## src/rtl/simon_seq_ctrl.sv

```systemverilog
// simon_seq_ctrl: Simon Says sequencer that plays a seed-derived colour sequence and checks the player's presses.
// Optional WAIT_IN inactivity timeout is built when SIMON_TIMEOUT_EN is defined.
module simon_seq_ctrl #(
  parameter int MAX_ROUNDS     = 16,
  parameter int ON_CYCLES      = 50,
  parameter int GAP_CYCLES     = 25,
  parameter int TIMEOUT_CYCLES = 1000
) (
  input  logic        clk,
  input  logic        reset,
  input  logic        start,
  input  logic [31:0] seed,
  input  logic [3:0]  btn,
  output logic        seed_rst,
  output logic [3:0]  led,
  output logic [4:0]  round,
  output logic        busy,
  output logic        fail,
  output logic        win
);
  typedef enum logic [2:0] {IDLE, PAUSE, SHOW_ON, SHOW_GAP, WAIT_IN, S_FAIL, S_WIN} state_t;
  state_t state, state_n;
  logic [15:0] tmr, tmr_n;
  logic [31:0] seed_q, seed_q_n;
  logic [3:0]  idx, idx_n, want;
  logic [4:0]  round_n;
  logic [1:0]  colour;
  logic        seed_rst_n, last_step, on_end, gap_end;
  if (MAX_ROUNDS < 1 || MAX_ROUNDS > 16 || ON_CYCLES < 1 || GAP_CYCLES < 1 || TIMEOUT_CYCLES < 1) begin : g_bad
    $error("simon_seq_ctrl: illegal parameter value");
  end
  assign colour    = 2'(seed_q >> {idx, 1'b0});
  assign want      = 4'b0001 << colour;
  assign last_step = {1'b0, idx} + 5'd1 == round;
  assign on_end    = tmr == 16'(ON_CYCLES - 1);
  assign gap_end   = tmr == 16'(GAP_CYCLES - 1);
  assign busy      = state inside {PAUSE, SHOW_ON, SHOW_GAP, WAIT_IN};
  assign fail      = state == S_FAIL;
  assign win       = state == S_WIN;
`ifdef SIMON_TIMEOUT_EN
  logic [15:0] tout, tout_n;
  logic        expired;
  assign expired = tout == 16'(TIMEOUT_CYCLES - 1);
`endif
  always_comb begin
    state_n    = state;
    tmr_n      = tmr + 16'd1;
    idx_n      = idx;
    round_n    = round;
    seed_q_n   = seed_q;
    seed_rst_n = 1'b0;
    led        = '0;
`ifdef SIMON_TIMEOUT_EN
    tout_n     = state == WAIT_IN ? tout + 16'd1 : '0;
`endif
    case (state)
      IDLE, S_FAIL, S_WIN: begin
        led   = state == S_WIN ? 4'b1111 : 4'b0000;
        tmr_n = '0;
        if (start) begin
          state_n    = PAUSE;
          seed_q_n   = seed;
          round_n    = 5'd1;
          idx_n      = '0;
          seed_rst_n = 1'b1;
        end
      end
      PAUSE: if (gap_end) begin
        state_n = SHOW_ON;
        tmr_n   = '0;
        idx_n   = '0;
      end
      SHOW_ON: begin
        led = want;
        if (on_end) begin
          state_n = SHOW_GAP;
          tmr_n   = '0;
        end
      end
      SHOW_GAP: if (gap_end) begin
        tmr_n   = '0;
        state_n = last_step ? WAIT_IN : SHOW_ON;
        idx_n   = last_step ? 4'd0 : idx + 4'd1;
      end
      WAIT_IN: begin
        led   = btn;
        tmr_n = '0;
        // want is one-hot, so equality alone rejects idle and multi-hot input
        if (btn == want) begin
`ifdef SIMON_TIMEOUT_EN
          tout_n = '0;
`endif
          if (!last_step) idx_n = idx + 4'd1;
          else if (round == 5'(MAX_ROUNDS)) state_n = S_WIN;
          else begin
            round_n = round + 5'd1;
            idx_n   = '0;
            state_n = PAUSE;
          end
        end else if (btn != '0) state_n = S_FAIL;
`ifdef SIMON_TIMEOUT_EN
        else if (expired) state_n = S_FAIL;
`endif
      end
      default: ;
    endcase
  end
  always_ff @(posedge clk or negedge reset) begin
    if (!reset) begin
      state    <= IDLE;
      tmr      <= '0;
      idx      <= '0;
      round    <= '0;
      seed_q   <= '0;
      seed_rst <= 1'b0;
`ifdef SIMON_TIMEOUT_EN
      tout     <= '0;
`endif
    end else begin
      state    <= state_n;
      tmr      <= tmr_n;
      idx      <= idx_n;
      round    <= round_n;
      seed_q   <= seed_q_n;
      seed_rst <= seed_rst_n;
`ifdef SIMON_TIMEOUT_EN
      tout     <= tout_n;
`endif
    end
  end
endmodule

```

## config.mk

```make
export PLATFORM = sky130hd
export DESIGN_NAME = simon_seq_ctrl
export DESIGN_NICKNAME = d
export VERILOG_FILES = /design/src/rtl/simon_seq_ctrl.sv
export SDC_FILE = /design/constraint.sdc
export NUM_CORES = 1
export LEC_CHECK = 0
export CORE_AREA = 5 5 103 81
export DETAILED_ROUTE_END_ITERATION = 10
export DIE_AREA = 0 0 108 86
export PLACE_DENSITY = 0.84
export REMOVE_ABC_BUFFERS = 1
export SYNTH_ARGS = -nofsm -noshare
export SYNTH_HDL_FRONTEND = slang
export SYNTH_SLANG_ARGS = --single-unit
```

## constraint.sdc

```tcl
create_clock -name clk -period 2.3 [get_ports clk]
set_input_delay 0.345 -clock clk [delete_from_list [all_inputs] [get_ports clk]]
set_output_delay 0.345 -clock clk [all_outputs]
set_load 0.03 [all_outputs]
```

# Yosys cells after proc, flatten, opt, wreduce, memory -nomap -nowiden
# Cells that the tools add are included.
[op_classes]
add_sub_neg = 4
mul = 0
div = 0
magnitude_cmp = 0
eq_ne = 21
shift = 2
mux = 30
bitwise_logic = 0
reduce_logical = 13
[op_table]
columns = ["cell", "n"]
rows = [
  ["$pmux W16 S3", 1],
  ["$mux W16", 2],
  ["$mux W4", 8],
  ["$shr A32 B5 Y2", 1],
  ["$mux W3", 9],
  ["$mux W5", 4],
  ["$add A16 B1 Y16 const B", 1],
  ["$eq A16 B5 Y1 const B", 1],
  ["$eq A16 B6 Y1 const B", 1],
  ["$pmux W4 S4", 1],
  ["$pmux W3 S5", 1],
  ["$ne A2 B2 Y1 const B", 6],
  ["$pmux W4 S3", 1],
  ["$reduce_bool A4 Y1", 3],
  ["$pmux W5 S2", 1],
  ["$eq A3 B3 Y1 const B", 3],
  ["$reduce_and A7 Y1", 1],
  ["$eq A3 B2 Y1 const B", 2],
  ["$ne A3 B3 Y1 const B", 2],
  ["$reduce_and A6 Y1", 1],
  ["$add A4 B1 Y5 const B", 1],
  ["$add A5 B1 Y5 const B", 1],
  ["$eq A5 B5 Y1", 1],
  ["$eq A5 B5 Y1 const B", 1],
  ["15 further kinds", 16],
]
[word_totals]
ff_bits = 61
latchBits = 0
ram_bits = 0
rom_bits = 0
in_bits = 39
output_inout_bits = 13
word_cells = 76
mem_count = 0

# Depth between registers and ports, before layout
[logic_depth]
word_depth = 5
mapped_depth = 12
depth_no_buf = 10

# Least setup slack after synthesis
# Ideal clock, no wire load.
[synth_path]
path_kind = "flip-flop to output port"
start = "reg idx[0]"
end = "out led[3]"
arrival_time_ns = 2.065
required_time_ns = 1.955
slack_ns = -0.110
path_stages_with_launch = 10
path_buffers = 2
path_cell_list = "dfrtp_1 > buf_6 > buf_6 > mux2i_1 > a221oi_1 > o21ai_0 > nand2_1 > inv_1 > o31a_1 > nor2_1"
[synth_between]
elab_chain_cells = 3
[synth_rtl]
columns = ["element", "line_no", "rtl"]
rows = [
  ["start: declaration", "25", "logic [3:0] idx, idx_n, want;"],
  ["start signal: assignment", "122", "idx <= idx_n;"],
  ["$shr A32 B5 Y2", "32", "assign colour = 2'(seed_q >> {idx, 1'b0});"],
  ["$shl A1 B2 Y4", "33", "assign want = 4'b0001 << colour;"],
  ["$pmux W4 S3", "56", "case (state)"],
  ["end: declaration", "15", "output logic [3:0] led,"],
]
# Every way passes these cells.

# Worst setup path after layout
[layout_path]
start = "reg idx[0]"
end = "reg idx[1]"
[layout_between]
elab_chain_cells = 5
elab_cells_between_ends = 14
classes_between = "2 x add/sub; 4 x eq/ne; 2 x shift; 5 x mux; 1 x reduce/logical"
[layout_rtl]
columns = ["element", "line_no", "rtl"]
rows = [
  ["$shr A32 B5 Y2 / $add A4 B1 Y5 (equally long branches)", "32, 34", ""],
  ["$shl A1 B2 Y4 / $eq A5 B5 Y1 (equally long branches)", "33, 34", ""],
  ["$eq A4 B4 Y1, or another cell as far along", "89", "if (btn == want) begin"],
  ["$ne A2 B1 Y1 (no line), or another cell as far along", "-", ""],
  ["$reduce_and A6 Y1 (no line) / $pmux W4 S4 (equally long branches)", "-", ""],
]
# Parallel ways exist; a longest one is shown, timed or not. The select of a mux whose other input is x is not followed.
# A chain may end at the register's enable or synchronous reset.

==> flow_summary.json <==
{
  "outcome": "finished, violations left",
  "violations": "setup timing",
  "track_usage_pct": 19.9,
  "design_power_total_mw": 4.95,
  "r2r_end": "idx[1]",
  "cp-startpoint": "idx[0]",
  "ys_ff_latch": 61,
  "vdd_drop_max_uv": 371,
  "first_pass_iters": 5,
  "n_antenna_cell": 0,
  "synth_area_mm2": 0.00343,
  "rsz0062_at_grt": "yes",
  "core_mm2": 0.00716,
  "io_buffers": 51,
  "slowest_delay_ns": 0.50,
  "dp_cells": 561,
  "tightest_slew_ns": 0.613,
  "crit_buf_inv": 4,
  "stdcell_count": 586,
  "crit_path_end": "idx[1]",
  "avgRoutedWirePerCell_um": 15.2,
  "async_reset_ff_share_pct": 100,
  "syn_inst": 392,
  "die_area_mm2": 0.00929,
  "finalCritPeriodShare_pct": 118,
  "final.setup_skew_ns": 0.0101,
  "max_freq_mhz": 370,
  "dieWidth_um": 108,
  "rr_worst_depth": 11,
  "clock_sinks": 61,
  "worstSetupStartpointType": "register",
  "root_buffer": "clkbuf_8",
  "crit_chain": "buf_6, buf_6, mux4_2, a22oi_2, nand2_2, buf_4, a31oi_1, nand2_2, o21ai_2, buf_4, mux2i_1",
  "min_path_type": "in -> async",
  "seq_area_frac_synth_pct": 44.5,
  "synth-edff-count": 0,
  "worstPathRequired_ns": 2.55,
  "drcViolationCount": 0,
  "yosysTopAreaCell": "dfrtp_1",
  "crit_type": "reg -> reg",
  "ys_warn_count": 0,
  "gp_congestion": 0.937,
  "slowest_stage": "mux4_2",
  "drive_gt1_share_pct": 19.4,
  "area_growth_pct": 35.4,
  "path_clk_slew_ns": 0.08,
  "viasPerCell": 5.41,
  "synth.distinct_cells": 61,
  "route.vias.total": 3172,
  "yosysTopAreaCellShare_pct": 44.5,
  "r2r_start": "idx[0]",
  "die_y_um": 86,
  "num_io_pins": 52,
  "initial_core_util_pct": 47.9,
  "routed_wl_mm": 8.92,
  "power_density_mw_per_mm2": 1070,
  "drt_iter0_markers": 193,
  "finalSetupViolations": 16,
  "setup_tns_ns": -4.97,
  "row_count": 27,
  "finalMaxSlewViolations": 0,
  "arrival_ns": 2.96,
  "dpl.hpwl_mm": 6.20,
  "cts.path.max_buffers": 2,
  "ff2ff_setup_slack_ns": -0.41,
  "p_leak_nw": 2.20,
  "cts_tree": "built",
  "maxCapViolations": 0,
  "holdWs_ns": 0.0172,
  "hold_buffers": 0,
  "grt_pass1_wl_mm": 14.8,
  "ys.flop_type": "dfrtp_1",
  "fin_ws_ns": -0.406,
  "grt_antenna_before_repair": 0,
  "worst_setup_path_end_kind": "register",
  "cpLargestDelayFamily": "multiplexers",
  "globalRouteOverflowTotal": 0,
  "grt_pass1_vias": 3168,
  "critical_path_cell_count": 11,
  "crit_fanout": 5,
  "synth.avg_cell_area_um2": 8.76,
  "layout_min_cycle_time_ns": 2.71,
  "hold_violations": 0,
  "cts-buffers-inserted": 9,
  "h-tree-depth": 3,
  "synth.area.top_cells": "dfrtp_1, nand2_1, nor2_1",
  "maxSlewHeadroom_pct": 59.2,
  "clk_latency_ns": 0.34,
  "postRouteAntennaNets": 0,
  "grt_max_degree": 37,
  "fin_nets": 525
}
==> cell usage after synthesis, types with 2 or more instances <==
cell type and instances:
o2bb2ai_1 2, a221oi_2 2, nand2_2 2, nand2b_1 3, nor3_1 4, o211ai_1 2, or3_1 2, a21oi_1 10
inv_1 12, buf_2 3, ha_1 6, and3_1 7, a31oi_1 2, mux2i_1 10, clkbuf_1 13, buf_6 3
nor2_1 33, and2_1 3, mux4_2 4, a21o_1 2, nor4b_1 3, a221oi_1 3, nand3_1 13, o21ai_1 3
nand4_1 4, xor2_1 9, dfrtp_1 61, xnor2_1 10, nand2_1 117, and4_1 2, nor4_1 2, o21ai_0 10
nor3b_1 2
==> logic make-up (layout without fill, tap and decap cells) <==
| family | Yosys count | after routing | synth area share [%] |
|---|---|---|---|
| fa+ha+maj | 6 | 6 | 2.19 |
| simple gates | 206 | 207 | 27.0 |
| xor+xnor | 19 | 19 | 4.85 |
| buf+inv | 32 | 124 | 4.26 |
| compound gates | 52 | 52 | 11.0 |
| flops | 61 | 61 | 44.5 |
| mux | 16 | 16 | 6.20 |
==> final cells by class <==
type	count	area, um2
multi-input combinational	300	1830
tap	101	126
sequential	61	1530
clock inverter	7	121
clock buffer	9	124
fill	551	2510
inverter	13	53.8
timing repair buffer	95	872
==> cells in the final DEF (no fill, tap or decap), drive strengths merged, types with 2 or more instances in the layout <==
master	count
nand2	120
dfrtp	61
buf	49
clkdlybuf4s50	43
nor2	34
inv	14
o21ai	14
nand3	13
mux2i	10
xnor2	10
a21oi	10
xor2	9
clkbuf	9
and3	7
ha	6
a221oi	5
mux4	4
nand4	4
nor4b	4
nor3	4
and2	3
nand2b	3
bufinv	3
dlymetal6s2s	3
clkinv	3
nor3b	2
nor4	2
a22oi	2
and4	2
or3	2
o211ai	2
o2bb2ai	2
a21o	2
or2	2
mux2	2
a31oi	2
a31o	2
==> repair_timing <==
action / in CTS / in global routing
cloned: 0 / 1
buffers inserted: 4 / 4
resized for setup: 14 / 13
endpoints found under the setup margin: 16 / 19
pin swaps: 9 / 7
==> metrics by stage <==
step	utilization, %	area [um2]	worst slack [ns]
3_3_place_gp	59.2	4240	-0.111
3_5_place_dp	59.2	4240	-0.183
4_1_cts	63.8	4570	-0.327
6_report	64.9	4650	-0.406
5_1_grt	64.9	4650	-0.496
2_1_floorplan	-	3340	-1.06
==> power breakdown <==
| group | switching [mW] | total [mW] | internal, mW |
|---|---|---|---|
| registers | 0.254 | 1.67 | 1.42 |
| logic | 1.13 | 2.10 | 0.969 |
| clock network | 0.457 | 1.18 | 0.727 |
| total | 1.84 | 4.95 | 3.11 |
==> how the worst min path moves through the flow <==
stage / startpoint / end / slack (ns) / cells after the start
global route: reset / seed_q[29] / 0.04 / 1
detailed placement: reset / seed_q[12] / 0.38 / 1
floorplan: reset / idx[0] / 0.05 / 0
CTS: reset / seed_q[5] / 0.02 / 1
finish: reset / seed_q[26] / 0.02 / 1
global placement: reset / seed_q[12] / 0.37 / 1
==> layer usage <==
layer | GRT usage (%) | vias to the layer above | part of all wire (%)
met2 | 33.6 | 107 | 50
met3 | 5.42 | 20 | 5.2
met4 | 6.08 | 0 | 1.9
met5 | 0 | - | 0
met1 | 24.9 | 1525 | 43
li1 | - | 1520 | -
==> state kept, by name, summed over array words and instances, names as in the netlist <==
name and count:
idx 4, round 5, seed_q 32, seed_rst 1, state 3, tmr 16
Power figures use the tool's default switching activity.
